### src/rtl/multi_edge_pulse_fsm.sv
// multi_edge_pulse_fsm
// Multi-channel edge-to-pulse one-shot. Each channel watches a synchronous
// level input for a selectable edge and answers with a registered pulse of
// PULSE_LEN cycles, followed by HOLDOFF cycles during which new edges are
// ignored.
//
// Optional feature: define MULTI_EDGE_PULSE_MISSED_EN to build the sticky
// missed-edge flags. Without it, o_missed is tied to 0 and i_clear is ignored.
//
// Ports:
//   clk       system clock, rising edge
//   rst       synchronous, active-high reset
//   i_level   per-channel level inputs, already synchronous to clk
//   i_mode    per-channel edge mode, bits [2c+1:2c]:
//             00 rise, 01 fall, 10 both, 11 disabled
//   i_clear   clears all o_missed bits
//   o_pulse   registered one-shot pulses
//   o_busy    registered, high while the channel is pulsing or in holdoff
//   o_missed  sticky flags: an edge arrived while the channel was busy
//
// Channel FSM:
//   state    | meaning
//   ST_IDLE  | waiting for a qualifying edge
//   ST_PULSE | driving the pulse, cnt counts down the remaining cycles
//   ST_HOLD  | holdoff after the pulse, edges are dropped
module multi_edge_pulse_fsm #(
    parameter int NUM_CH    = 4,
    parameter int PULSE_LEN = 1,
    parameter int HOLDOFF   = 0
) (
    input  logic                  clk,
    input  logic                  rst,
    input  logic [NUM_CH-1:0]     i_level,
    input  logic [2*NUM_CH-1:0]   i_mode,
    input  logic                  i_clear,
    output logic [NUM_CH-1:0]     o_pulse,
    output logic [NUM_CH-1:0]     o_busy,
    output logic [NUM_CH-1:0]     o_missed
);

    localparam int CNT_MAX = (PULSE_LEN > HOLDOFF) ? PULSE_LEN : HOLDOFF;
    localparam int CW      = $clog2(CNT_MAX + 1);

    localparam logic [CW-1:0] PULSE_LOAD = CW'(PULSE_LEN - 1);
    localparam logic [CW-1:0] HOLD_LOAD  = CW'((HOLDOFF > 0) ? HOLDOFF - 1 : 0);

    localparam logic [1:0] ST_IDLE  = 2'b00;
    localparam logic [1:0] ST_PULSE = 2'b01;
    localparam logic [1:0] ST_HOLD  = 2'b10;

    logic [NUM_CH-1:0] prev;
    logic [NUM_CH-1:0] pulse_vec;
    logic [NUM_CH-1:0] busy_vec;
    logic [NUM_CH-1:0] miss_set;

    // Tracking i_level during reset as well means a level already high when
    // reset releases is not seen as a rising edge.
    always_ff @(posedge clk) begin
        prev <= i_level;
    end

    for (genvar c = 0; c < NUM_CH; c++) begin : g_ch
        logic [1:0]    state;
        logic [1:0]    state_nxt;
        logic [CW-1:0] cnt;
        logic [CW-1:0] cnt_nxt;
        logic          rise;
        logic          fall;
        logic          qual;

        assign rise = i_level[c] & ~prev[c];
        assign fall = ~i_level[c] & prev[c];

        always_comb begin
            qual = 1'b0;
            case (i_mode[2*c +: 2])
                2'b00:   qual = rise;
                2'b01:   qual = fall;
                2'b10:   qual = rise | fall;
                default: qual = 1'b0;
            endcase
        end

        always_comb begin
            state_nxt = state;
            cnt_nxt   = cnt;
            case (state)
                ST_IDLE: begin
                    if (qual) begin
                        state_nxt = ST_PULSE;
                        cnt_nxt   = PULSE_LOAD;
                    end
                end
                ST_PULSE: begin
                    if (cnt != '0) begin
                        cnt_nxt = cnt - CW'(1);
                    end else if (HOLDOFF > 0) begin
                        state_nxt = ST_HOLD;
                        cnt_nxt   = HOLD_LOAD;
                    end else begin
                        state_nxt = ST_IDLE;
                    end
                end
                ST_HOLD: begin
                    if (cnt != '0) begin
                        cnt_nxt = cnt - CW'(1);
                    end else begin
                        state_nxt = ST_IDLE;
                    end
                end
                default: begin
                    state_nxt = ST_IDLE;
                    cnt_nxt   = '0;
                end
            endcase
        end

        always_ff @(posedge clk) begin
            if (rst) begin
                state <= ST_IDLE;
                cnt   <= '0;
            end else begin
                state <= state_nxt;
                cnt   <= cnt_nxt;
            end
        end

        assign pulse_vec[c] = (state == ST_PULSE);
        assign busy_vec[c]  = (state == ST_PULSE) || (state == ST_HOLD);
        assign miss_set[c]  = qual & busy_vec[c];
    end

    always_ff @(posedge clk) begin
        if (rst) begin
            o_pulse <= '0;
            o_busy  <= '0;
        end else begin
            o_pulse <= pulse_vec;
            o_busy  <= busy_vec;
        end
    end

`ifdef MULTI_EDGE_PULSE_MISSED_EN
    logic [NUM_CH-1:0] missed_q;

    // A new miss in the same cycle as i_clear stays set.
    always_ff @(posedge clk) begin
        if (rst) begin
            missed_q <= '0;
        end else begin
            missed_q <= miss_set | (i_clear ? '0 : missed_q);
        end
    end

    assign o_missed = missed_q;
`else
    logic unused_ok;
    assign unused_ok = ^{i_clear, miss_set};
    assign o_missed  = '0;
`endif

endmodule
### config.mk
export PLATFORM = sky130hd
export DESIGN_NAME = multi_edge_pulse_fsm
export DESIGN_NICKNAME = d
export VERILOG_FILES = /design/src/rtl/multi_edge_pulse_fsm.sv
export SDC_FILE = /design/constraint.sdc
export NUM_CORES = 1
export LEC_CHECK = 0
export BUFFER_PORTS_ARGS = -buffer_cell sky130_fd_sc_hd__buf_2
export CORE_MARGIN = 3
export CORE_UTILIZATION = 44
export DETAILED_ROUTE_END_ITERATION = 10
export PLACE_DENSITY_LB_ADDON = 0.2
export SLEW_MARGIN = 20
export SYNTH_ARGS = -nofsm -noshare
export SYNTH_HDL_FRONTEND = slang
export SYNTH_SLANG_ARGS = --single-unit
### constraint.sdc
create_clock -name clk -period 1.55 [get_ports clk]
set_input_delay 0.31 -clock clk [delete_from_list [all_inputs] [get_ports clk]]
set_output_delay 0.31 -clock clk [all_outputs]
set_load 0.005 [all_outputs]
# After elaboration in Yosys (flattened, before gate mapping)
# Index checks and enable logic that the tools add are counted.
[totals]
ff_bits = 24
latchBits = 0
ram_bits = 0
romBits = 0
inputBits = 15
output_inout_bits = 12
wordCells = 107
n_memories = 0
[op_classes]
add_sub_neg = 4
multipliers = 0
div_mod_pow = 0
order_cmp = 0
n_eq_ne = 24
shift = 0
n_mux = 28
bitwise = 20
reduce_logical = 20
[ops]
columns = ["cell", "count"]
rows = [
  ["$eq A2 B1 Y1 const B", 8],
  ["$eq A2 B2 Y1 const B", 8],
  ["$logic_not A2 Y1", 8],
  ["$mux W2", 8],
  ["$ne A2 B2 Y1 const B", 8],
  ["$pmux W2 S2", 4],
  ["$pmux W1 S3", 4],
  ["$and A1 B1 Y1", 8],
  ["$mux W1", 8],
  ["$not A1 Y1", 8],
  ["$pmux W1 S2", 4],
  ["$reduce_and A2 Y1", 4],
  ["$reduce_or A2 Y1", 4],
  ["$logic_or A1 B1 Y1", 4],
  ["$or A1 B1 Y1", 4],
  ["$sub A1 B1 Y1 const B", 4],
]

# Depth between registers and ports, before layout
# Gate-level depths: netlist (run 1).
[depth]
depth_word = 6
ltp_mapped = 5
ltp_nobuf = 5

# Least setup slack after synthesis (run 1)
# No wires, ideal clock.
[synth_path]
kind = "input port to flip-flop"
start = "input i_level[1]"
end = "register g_ch[1].state[0]"
setup_ns = 0.112
arrival_time_ns = 1.060
required_ns = 1.438
slack_ns = 0.378
cell_stages = 5
n_path_buf = 0
cell_sequence = "inv_1 ha_1 nor2b_1 nor3_1 a2111oi_1"
[synth_via]
elab_chain_cells = 6
elab_cells_between_ends = 7
classes_between = "1 x eq/ne; 1 x mux; 4 x bitwise; 1 x reduce/logical"
[synth_rtl]
columns = ["element", "line_no", "rtl"]
rows = [
  ["start: declaration", "33", "input logic [NUM_CH-1:0] i_level,"],
  ["$not A1 Y1", "72", "assign fall = ~i_level[c] & prev[c];"],
  ["$and A1 B1 Y1", "72", ""],
  ["$or A1 B1 Y1", "79", "2'b10: qual = rise | fall;"],
  ["$pmux W1 S3 (*)", "76", "case (i_mode[2*c +: 2])"],
  ["$ne A2 B2 Y1 (no line) (*)", "n/a", ""],
  ["$reduce_and A2 Y1 (no line) (*)", "n/a", ""],
  ["end signal: assignment", "123", "state <= state_nxt;"],
  ["end: declaration", "63", "logic [1:0] state;"],
]
# Every way passes the cells marked *; elsewhere a longest branch is shown, timed or not.
# A chain may end at the register's enable or synchronous reset.

# Worst setup path in the final report (run 1)
[layout_path]
start = "register prev[2]"
end = "register g_ch[2].state[0]"
[layout_via]
elab_chain_cells = 6
elab_cells_between_ends = 7
classes_between = "1 x eq/ne; 1 x mux; 4 x bitwise; 1 x reduce/logical"
[layout_rtl]
columns = ["element", "line_no", "rtl"]
rows = [
  ["start: declaration", "51", "logic [NUM_CH-1:0] prev;"],
  ["start signal: assignment", "59", "prev <= i_level;"],
  ["$not A1 Y1", "71", "assign rise = i_level[c] & ~prev[c];"],
  ["$and A1 B1 Y1", "71", ""],
  ["$or A1 B1 Y1", "79", ""],
  ["$pmux W1 S3 (*)", "76", ""],
  ["$ne A2 B2 Y1 (no line) (*)", "n/a", ""],
  ["$reduce_and A2 Y1 (no line) (*)", "n/a", ""],
  ["end signal: assignment", "123", ""],
  ["end: declaration", "63", ""],
]
# Marks and branches as above.

==> results.md, run 1 <==
| Parameter | Value |
|:---|:---|
| Result of the run | finished clean |
| Critical path endpoint category | register |
| Biggest fanout along the worst timing path | 2 |
| Clock H-tree levels | 1 |
| Data arrival at the endpoint of the critical path | 1.35 ns |
| Leakage component of the power | 0.3755 nW |
| Fraction of the core area covered by cells at the end of the flow | 0.5990 |
| Internal power | 0.5122 mW |
| Setup slack of the most critical reg-to-reg path | 0.36 ns |
| Largest net degree at the start of global routing | 9 |
| Launching element type of the critical path | register |
| Number of clock buffers inserted by TritonCTS | 3 |
| Number of hold buffers added after cts | 0 |
| Via count of the first global-routing pass | 366 |
| Clk pin slew, worst setup/hold paths | 0.07 ns |
| Fmax | 841.0 MHz |
| Setup-failing EPs final | 0 |
| Layout fillers | 119 |
| Global placement routability congestion | 0.6059 |
| Depth of the worst hold-timing path | 1 |
| Count of pins on the block boundary | 27 |
| Number of hold violations in the final report | 0 |
| Warning count from the yosys run | 0 |
| Power per Cell Area | 921.6 nW/µm² |
| Reg2Reg Capture Point | g_ch[2].state[0] |
| RSZ-0062 raised after global routing | false |
| Switching power total | 0.1508 mW |
| Cell Area, Synth | 609.3 µm² |
| Total number of nets in the final design | 105 |
| Netlist cell types | 11 |
| Switching portion of total power | 0.2275 |
| Total negative slack | 0 ns |
| Cells after synthesis | 61 |
| Peak ir drop on the vdd network | 700.8 µV |
| Final ANT Viol Nets | 0 |
| Via total after detailed routing | 435 |
| DRC | 0 |
| Routed WL | 854 µm |
| Critical path cell sequence | ha_1 > nor2b_1 > nor3_1 > a2111oi_1 |
| Hold crit path type | input pin to register |
| Routed WL per cell | 8.989 µm |
| Clock latency of the later-clocked register in the worst-skew pair | 0.27 ns |
| Number of search-and-repair iterations in the first detailed-routing pass | 3 |
| Fraction of final layout cells sized beyond drive strength 1 | 0.3580 |
| Startpoint of the lowest-slack register-to-register path | prev[2] |
| Part of the total power dissipated in sequential elements | 0.502 |
| Period utilisation layout | 0.7671 |
| Average cell area after synthesis | 9.989 µm² |
| Buffer depth of the longest clock path | 2 |
| Type of the worst setup path | register to register |
| Share of total power in combinational logic | 0.124 |
| Post-detailed-route via-to-cell ratio | 4.579 |
| Number of diodes added for antenna fixing | 0 |
| Die height | 43.22 µm |
| Wire length of the first global-routing pass | 1.428 mm |
| Origin of the worst setup path | prev[2] |
| Clock tree from TritonCTS | built |
| Core region area | 1201 µm² |
| Standard cell with the maximum stage delay on the critical path | a2111oi_1 |
| DRC marker count from the first detailed-route iteration | 2 |
| Layout-stage area growth over the synthesis result | 18.07% |
| Maximum clock skew at final layout | 0.002639 ns |
| Register bit total from synthesis | 12 |
| Total overflow reported by the global router | 0 |
| Number of maximum-capacitance constraint violations | 0 |
| Crit path largest cell delay | 0.33 ns |
| Antenna violations before repair | 0 |
| Num rows | 12 |
| Proportion of power drawn by the clock network | 0.373 |
| CTS root buf | clkbuf_4 |
| CTS Sinks | 12 |
| Overall track demand over capacity in global routing | 0.1040 |
| Die W | 43.22 µm |
| Total of buffers placed on input and output ports | 21 |
| Worst Reg-to-Reg Cells | 4 |
| Die area | 1868 µm² |
| Proportion of synthesized chip area in sequential cells | 0.3943 |
| Final critical-path required period | 1.189 ns |
| Initial cell density of the core | 0.5073 |
| Number of buffers inserted to repair setup after CTS | 0 |
| Post-CTS Resized | 0 |
| Slew Limit Fails | 0 |
| Required time reported for the critical path endpoint | 1.71 ns |
| Destination of the critical timing path | g_ch[2].state[0] |
-- logic make-up after synthesis --
| logic type | share of synthesized area |
|---|---|
| adder cells (fa/ha/maj) | 0.1643 |
| AO/OA/AOI/OAI | 0.08214 |
| AND/OR/NAND/NOR | 0.2053 |
| other | 0.006154 |
| buffers and inverters | 0.1478 |
| flip-flops | 0.3942 |
-- worst min-delay path by stage --
| stage | from | endpoint | slack, ns |
|---|---|---|---|
| after floorplan | i_level[0] | prev[0] | 0.34 |
| after global placement | g_ch[2].state[0] | g_ch[2].state[0] | 0.40 |
| after detailed placement | g_ch[2].state[0] | g_ch[2].state[0] | 0.40 |
| after CTS | i_level[1] | prev[1] | 0.16 |
| after global routing | i_level[0] | prev[0] | 0.15 |
| final | i_level[1] | prev[1] | 0.17 |
-- final cells by class --
| class | count | area (µm²) | area share |
|---|---|---|---|
| Clock buffer | 4 | 36.28 | 0.05043 |
| Inverter | 8 | 30.03 | 0.04174 |
| Multi-Input combinational cell | 36 | 290.3 | 0.4035 |
| Sequential cell | 12 | 240.2 | 0.3339 |
| Tap cell | 14 | 17.52 | 0.02435 |
| Timing Repair Buffer | 21 | 105.1 | 0.1461 |
-- power by group through the flow --
stage          sequential (mW)  clock (mW)  combinational, mW
2_1_floorplan            0.340           0             0.0563
3_3_place_gp             0.340           0             0.0807
3_5_place_dp             0.341           0             0.0836
4_1_cts                  0.333       0.253             0.0838
5_1_grt                  0.335       0.271             0.0951
6_report                 0.333       0.248             0.0823
-- routing by layer --
| metal | vias to the layer above | track usage | share of wire |
|---|---|---|---|
| met4 | 0 | 0.03614 | 0.015 |
| met2 | 19 | 0.1711 | 0.51 |
| li1 | 222 | - | - |
| met1 | 192 | 0.1069 | 0.36 |
| met3 | 2 | 0.06356 | 0.11 |
| met5 | - | 0 | 0 |
-- worst max-delay path: cells and delay by family (launching register included) --
family	cells	cell delay, ns
AOI/OAI and AO/OA	1	0.33
adders and majority gates	1	0.27
DFF	1	0.32
and+or+nand+nor	2	0.16
-- sequential cells by signal, indices dropped and copies added (netlist names) --
register	flops
prev	4
o_pulse	4
g_ch.state	4
-- Yosys cell counts, drive strengths merged --
| cell | number | area, µm² |
|---|---|---|
| ha | 8 | 100.1 |
| buf | 8 | 60.06 |
| nand2b | 4 | 30.03 |
| nor2b | 12 | 75.07 |
| conb | 1 | 3.750 |
| dfxtp | 12 | 240.2 |
| inv | 8 | 30.03 |
| nor3 | 4 | 20.02 |
| a2111oi | 4 | 50.05 |
-- cell usage in the layout (no fill, tap or decap), drive strengths merged --
cell / Yosys / routed
buf: 8 / 21
nor2b: 12 / 12
dfxtp: 12 / 12
inv: 8 / 8
ha: 8 / 8
nor3: 4 / 4
conb: 1 / 4
clkbuf: 0 / 4
nand2b: 4 / 4
a2111oi: 4 / 4
-- metrics by stage --
stage	power [mW]	worst slack [ns]	instances	hold slack (ns)	area (µm²)
after floorplan	0.3966	0.3781	64	0.3377	620.6
after global placement	0.4209	0.1926	91	0.4004	683.2
after detailed placement	0.4243	0.1789	91	0.4039	683.2
after CTS	0.6704	0.3339	95	0.1576	719.4
after global routing	0.7012	0.2229	95	0.1544	719.4
final	0.6630	0.3610	95	0.1660	719.4
No activity file was read; power rests on OpenSTA's default activity.
==> run 2, diff against run 1 <==
- CORE_UTILIZATION: 44 -> 40
- clock period: 1.55 -> 0.96 ns (I/O delays scaled with it)
==> run 2 against run 1 <==
Compared with the run above: the flow now finishes with violations (negative setup slack); combinational power grew 110%; utilization is 0.36 points higher; via count decreased by 1.1%; non-clock buffer count rose by 2; die area is 8.6% higher.
==> results.md, run 2 (synthesis gave the netlist of run 1 again) <==
| Parameter | Value | Delta |
|:---|:---|:---|
| Launching element type of the critical path | register |  |
| Via count of the first global-routing pass | 361 | -1.4% |
| Clock latency of the later-clocked register in the worst-skew pair | 0.28 ns | about the same |
| Violated checks | negative setup slack |  |
| Buffer depth of the longest clock path | 2 | unchanged |
| Slew Limit Fails | 0 | unchanged |
| Power per Cell Area | 1361 nW/µm² | +48% |
| Via total after detailed routing | 430 | -1.1% |
| Result of the run | complete, but fails checks |  |
| Clk pin slew, worst setup/hold paths | 0.07 ns | about the same |
| Data arrival at the endpoint of the critical path | 1.22 ns | -0.13 ns |
| Number of diodes added for antenna fixing | 0 | unchanged |
| Final critical-path setup slack | -0.09043 ns | -0.4514 ns |
| Maximum clock skew at final layout | 0.0007563 ns | -0.001883 ns |
| Hold crit path type | input pin to register |  |
| Biggest fanout along the worst timing path | 2 | unchanged |
| Clock H-tree levels | 1 | unchanged |
| Number of search-and-repair iterations in the first detailed-routing pass | 2 | -1 |
| Clock tree from TritonCTS | built |  |
| Routed WL per cell | 9.714 µm | +8.1% |
| Number of hold buffers added after cts | 0 | unchanged |
| Total of buffers placed on input and output ports | 21 | unchanged |
| Leading cell types in the layout, fill and taps excluded | buf_2 (21), inv_1 (8), dfxtp_1 (8), nor2b_1 (7) |  |
| Layout fillers | 131 | +10% |
| Count of pins on the block boundary | 27 | unchanged |
| FF+latch area | 245.2 µm² | +2.1% |
| Largest net degree at the start of global routing | 9 | unchanged |
| Die area | 2028 µm² | +8.6% |
| RSZ-0062 raised after global routing | true |  |
| Post-detailed-route via-to-cell ratio | 4.388 | -4.2% |
| Final critical-path required period | 1.050 ns | -0.1386 ns |
| Die W | 45.03 µm | +4.2% |
| Core region area | 1366 µm² | +14% |
| Required time reported for the critical path endpoint | 1.13 ns | -0.58 ns |
| Peak ir drop on the vdd network | 941.0 µV | +34% |
| Number of buffers inserted to repair setup after CTS | 0 | unchanged |
| Fraction of final layout cells sized beyond drive strength 1 | 0.5542 | +0.1962 |
| Final ANT Viol Nets | 0 | unchanged |
| Number of maximum-capacitance constraint violations | 0 | unchanged |
| Biggest regs | g_ch.state (4), o_pulse (4), prev (4) |  |
| Leakage component of the power | 0.3964 nW | +5.6% |
| Overall track demand over capacity in global routing | 0.1048 | +0.0008802 |
| Fmax | 952.0 MHz | +13% |
| Routed WL | 952 µm | +11% |
| DRC | 0 | unchanged |
| Type of the worst setup path | register to register |  |
| Die height | 45.03 µm | +4.2% |
| Worst setup slack before clock tree synthesis | -0.2251 ns | -0.4041 ns |
| Wire length of the first global-routing pass | 1.469 mm | +2.9% |
| Antenna violations before repair | 0 | unchanged |
| Dpl hpwl | 699.3 µm |  |
| Number of hold violations in the final report | 0 | unchanged |
| Global placement routability congestion | 0.6575 | +8.5% |
| CTS Sinks | 12 | unchanged |
| Most common cell after layout, fill and taps aside | buf_2 |  |
| Initial cell density of the core | 0.4460 | -0.06132 |
| Number of clock buffers inserted by TritonCTS | 3 | unchanged |
| CTS root buf | clkbuf_4 |  |
| Total number of nets in the final design | 107 | +1.9% |
| Multi-input gate area | 372.9 µm² | +28% |
| Period utilisation layout | 1.094 | +0.3271 |
| Worst hold slack | 0.04141 ns | -0.1246 ns |
| Overall power of the completed layout | 1.121 mW | +69% |
| DRC marker count from the first detailed-route iteration | 1 | -1 |
| Total overflow reported by the global router | 0 | unchanged |
| Layout-stage area growth over the synthesis result | 35.11% |  |
| Critical path endpoint category | register |  |
| Setup-failing EPs final | 4 | +4 |
| Num rows | 13 | +1 |
-- run 2: changes by cell type in the layout (fill, tap and decap cells not counted), sizes merged --
| cell | delta |
|---|---|
| buf | +2 |
-- run 2: what timing repair did --
| item | CTS | global route |
|---|---|---|
| pin swaps | 7 | 0 |
| setup endpoints to repair | 4 | 4 |
| endpoints found under the hold margin | 0 | 0 |
| gates resized for setup | 14 | 3 |
-- run 2: cell type report --
type                    count  area share
repair buffers             23      0.1459
multi-input cells          36      0.4529
flip-flops and latches     12      0.2979
well taps                  15     0.02280
inverters                   8     0.03647
clock buffers               4     0.04407
-- run 2: metal layers --
layer | part of all wire | GRT usage | wire length (µm)
met3 | 0.11 | 0.07171 | 102
met1 | 0.43 | 0.1220 | 407
met5 | 0 | 0 | 0
met4 | 0.0095 | 0.03509 | 9
met2 | 0.45 | 0.1525 | 433
-- run 2: worst paths after layout --
check	startpoint	endpoint	slack, ns	depth (start not counted)
hold reg to reg	g_ch[1].state[0]	g_ch[1].state[0]	0.42	1
setup reg to reg	prev[2]	g_ch[2].state[0]	-0.09	4
hold / removal	i_level[1]	prev[1]	0.04	1
setup / recovery	prev[2]	g_ch[2].state[0]	-0.09	4
-- run 2: power by group --
group | internal, mW | switching, mW | total (mW)
registers | 0.527 | 0.0167 | 0.544
logic | 0.0971 | 0.0749 | 0.172
clock network | 0.231 | 0.174 | 0.405
-- run 2: per-stage QoR --
stage / TNS (ns) / cells / util / area (µm²)
6_report: -0.2219 / 98 / 0.6026 / 823.3
5_1_grt: -0.4704 / 98 / 0.6026 / 823.3
4_1_cts: -0.2520 / 98 / 0.5934 / 810.8
3_3_place_gp: -0.7578 / 94 / 0.5119 / 699.4
3_5_place_dp: -0.8210 / 94 / 0.5119 / 699.4
2_1_floorplan: -0.4309 / 64 / - / 620.6
-- run 2: worst max-delay path, stage by stage, from the launching register on --
cell,delay [ns]
dfxtp_2,0.35
ha_4,0.19
nor2b_1,0.11
nor3_1,0.06
a2111oi_1,0.23
==> run 3, diff against run 2 <==
- PLACE_DENSITY: unset -> 0.78
- PLACE_DENSITY_LB_ADDON: 0.2 -> unset
==> run 3 against run 2 <==
Compared with the run above: the run still ends with negative setup slack left; clock skew is essentially flat; die area stayed put; utilization increased by 2.0 points; register-to-register slack worse by 0.04 ns; sequential power about the same; non-clock buffer count is 2 higher; power is 2.1% higher; first-iteration DRC count down 100%; largest cell class unchanged.
==> results.md, run 3 (synthesis gave the netlist of run 1 again) <==
| Parameter | Value | Delta |
|:---|:---|:---|
| Setup-failing EPs final | 4 | unchanged |
| Worst Reg-to-Reg Cells | 4 | unchanged |
| Fraction of final layout cells sized beyond drive strength 1 | 0.6000 | +0.04578 |
| Result of the run | complete, but fails checks |  |
| Clock tree from TritonCTS | built |  |
| Total number of nets in the final design | 109 | +1.9% |
| Post-detailed-route via-to-cell ratio | 4.490 | +2.3% |
| Origin of the worst setup path | prev[1] |  |
| Standard cell with the maximum stage delay on the critical path | dfxtp_2 |  |
| Biggest regs | g_ch.state (4), o_pulse (4), prev (4) |  |
| Period utilisation layout | 1.132 | +0.03791 |
| Fmax | 920.1 MHz | -3.3% |
| Launching element type of the critical path | register |  |
| Required time reported for the critical path endpoint | 1.13 ns | about the same |
| Total negative slack | -0.3551 ns | -0.1332 ns |
| CTS Sinks | 12 | unchanged |
| Peak ir drop on the vdd network | 1162 µV | +24% |
| Via total after detailed routing | 449 | +4.4% |
| Routed WL per cell | 10.65 µm | +9.6% |
| Leading cell types in the layout, fill and taps excluded | buf_2 (21), inv_1 (8), dfxtp_1 (8), nor2b_1 (6) |  |
| Clk pin slew, worst setup/hold paths | 0.08 ns | about the same |
| Critical path endpoint category | register |  |
| Leakage component of the power | 0.4089 nW | +3.2% |
| DRC | 0 | unchanged |
| Die area | 2028 µm² | unchanged |
| Final instance area | 850.8 µm² | +3.3% |
| Violated checks | negative setup slack |  |
| Critical path cell sequence | ha_4 > nor2b_2 > nor3_2 > a2111oi_2 |  |
| Worst setup slack before clock tree synthesis | -0.2630 ns | -0.03788 ns |
| Total overflow reported by the global router | 0 | unchanged |
| Maximum clock skew at final layout | 0.001007 ns | +0.0002506 ns |
| Setup slack of the most critical reg-to-reg path | -0.13 ns | -0.04 ns |
| Final critical-path setup slack | -0.1268 ns | -0.03639 ns |
| Hold crit path type | input pin to register |  |
| Buffers & Inverters on Critical Path | 0 | unchanged |
| Reg2Reg Capture Point | g_ch[1].state[0] |  |
| Most common cell after layout, fill and taps aside | buf_2 |  |
| Largest net degree at the start of global routing | 9 | unchanged |
| Final ANT Viol Nets | 0 | unchanged |
| Die height | 45.03 µm | unchanged |
| Slew Limit Fails | 0 | unchanged |
| Initial cell density of the core | 0.4460 | unchanged |
| Clock H-tree levels | 1 | unchanged |
| Core region area | 1366 µm² | unchanged |
| Worst min-delay path startpoint | i_mode[4] |  |
| Clock latency of the later-clocked register in the worst-skew pair | 0.27 ns | about the same |
| Num rows | 13 | unchanged |
| Number of hold violations in the final report | 0 | unchanged |
| Biggest fanout along the worst timing path | 2 | unchanged |
| Power per Cell Area | 1344 nW/µm² | -1.2% |
| Gate family responsible for the most delay along the worst path | flip-flops |  |
| Overall track demand over capacity in global routing | 0.1165 | +0.01166 |
| Number of search-and-repair iterations in the first detailed-routing pass | 1 | -1 |
| Hold Path Sink | g_ch[2].state[0] |  |
| Depth of the worst hold-timing path | 2 | +1 |
| Global placement routability congestion | 0.5292 | -20% |
| Overall power of the completed layout | 1.144 mW | +2.1% |
| Number of clock buffers inserted by TritonCTS | 3 | unchanged |
| Die W | 45.03 µm | unchanged |
| Number of diodes added for antenna fixing | 0 | unchanged |
| Final critical-path required period | 1.087 ns | +0.03639 ns |
| Type of the worst setup path | register to register |  |
| CTS root buf | clkbuf_4 |  |
| Wire length of the first global-routing pass | 1.642 mm | +12% |
| Total of buffers placed on input and output ports | 21 | unchanged |
| Routed WL | 1.065 mm | +12% |
| Data arrival at the endpoint of the critical path | 1.26 ns | +0.04 ns |
| RSZ-0062 raised after global routing | true |  |
| Crit path largest cell delay | 0.35 ns | about the same |
| Layout-stage area growth over the synthesis result | 39.63% |  |
| Startpoint of the lowest-slack register-to-register path | prev[1] |  |
| Placement-stage cell area | 714.4 µm² | +2.1% |
| Count of pins on the block boundary | 27 | unchanged |
| Antenna violations before repair | 0 | unchanged |
| DRC marker count from the first detailed-route iteration | 0 | -1 |
| Dpl hpwl | 726.4 µm | +3.9% |
| Number of maximum-capacitance constraint violations | 0 | unchanged |
| Via count of the first global-routing pass | 433 | +20% |
| Buffer depth of the longest clock path | 2 | unchanged |
[run 3: changes by cell type in the layout (fill, tap and decap cells not counted), sizes merged]
cell	change
buf	+2
[run 3: how the worst max path moves through the flow]
stage / to / slack (ns) / cells past startpoint
floorplan: g_ch[1].state[0] / -0.12 / 4
global placement: g_ch[2].state[0] / -0.22 / 6
detailed placement: g_ch[1].state[0] / -0.26 / 6
CTS: g_ch[1].state[0] / -0.15 / 4
global route: g_ch[2].state[0] / -0.18 / 4
finish: g_ch[1].state[0] / -0.13 / 4
[run 3: stage by stage]
stage	utilization	hold WS [ns]	cells
floorplan	-	0.2197	64
global placement	0.5229	0.3982	96
detailed placement	0.5229	0.4017	96
CTS	0.6007	0.1133	100
global route	0.6227	0.1013	100
finish	0.6227	0.1153	100
[run 3: area by class of cell]
type | count | area (µm²)
clock buffers | 4 | 36.28
flip-flops and latches | 12 | 245.2
inverters | 8 | 30.03
multi-input cells | 36 | 385.4
fillers | 116 | 515.5
repair buffers | 25 | 135.1
well taps | 15 | 18.77
[run 3: routing by layer]
metal,GRT usage,part of all wire,up-vias
li1,-,-,231
met1,0.1176,0.40,195
met2,0.1977,0.49,21
met3,0.07171,0.10,2
met4,0.03509,0.0085,0
met5,0,0,-
[run 3: report_power, final]
| group | internal, mW | switching, mW | leakage [nW] |
|---|---|---|---|
| clock | 0.231 | 0.178 | 0.0210 |
| sequential | 0.527 | 0.0174 | 0.0994 |
| combinational | 0.107 | 0.0836 | 0.289 |
[run 3: what timing repair did]
action / CTS / global route
buffers inserted: 0 / 0
pin swaps: 8 / 1
hold buffers: 0 / 0
gates resized for setup: 12 / 8
endpoints found under the setup margin: 4 / 4
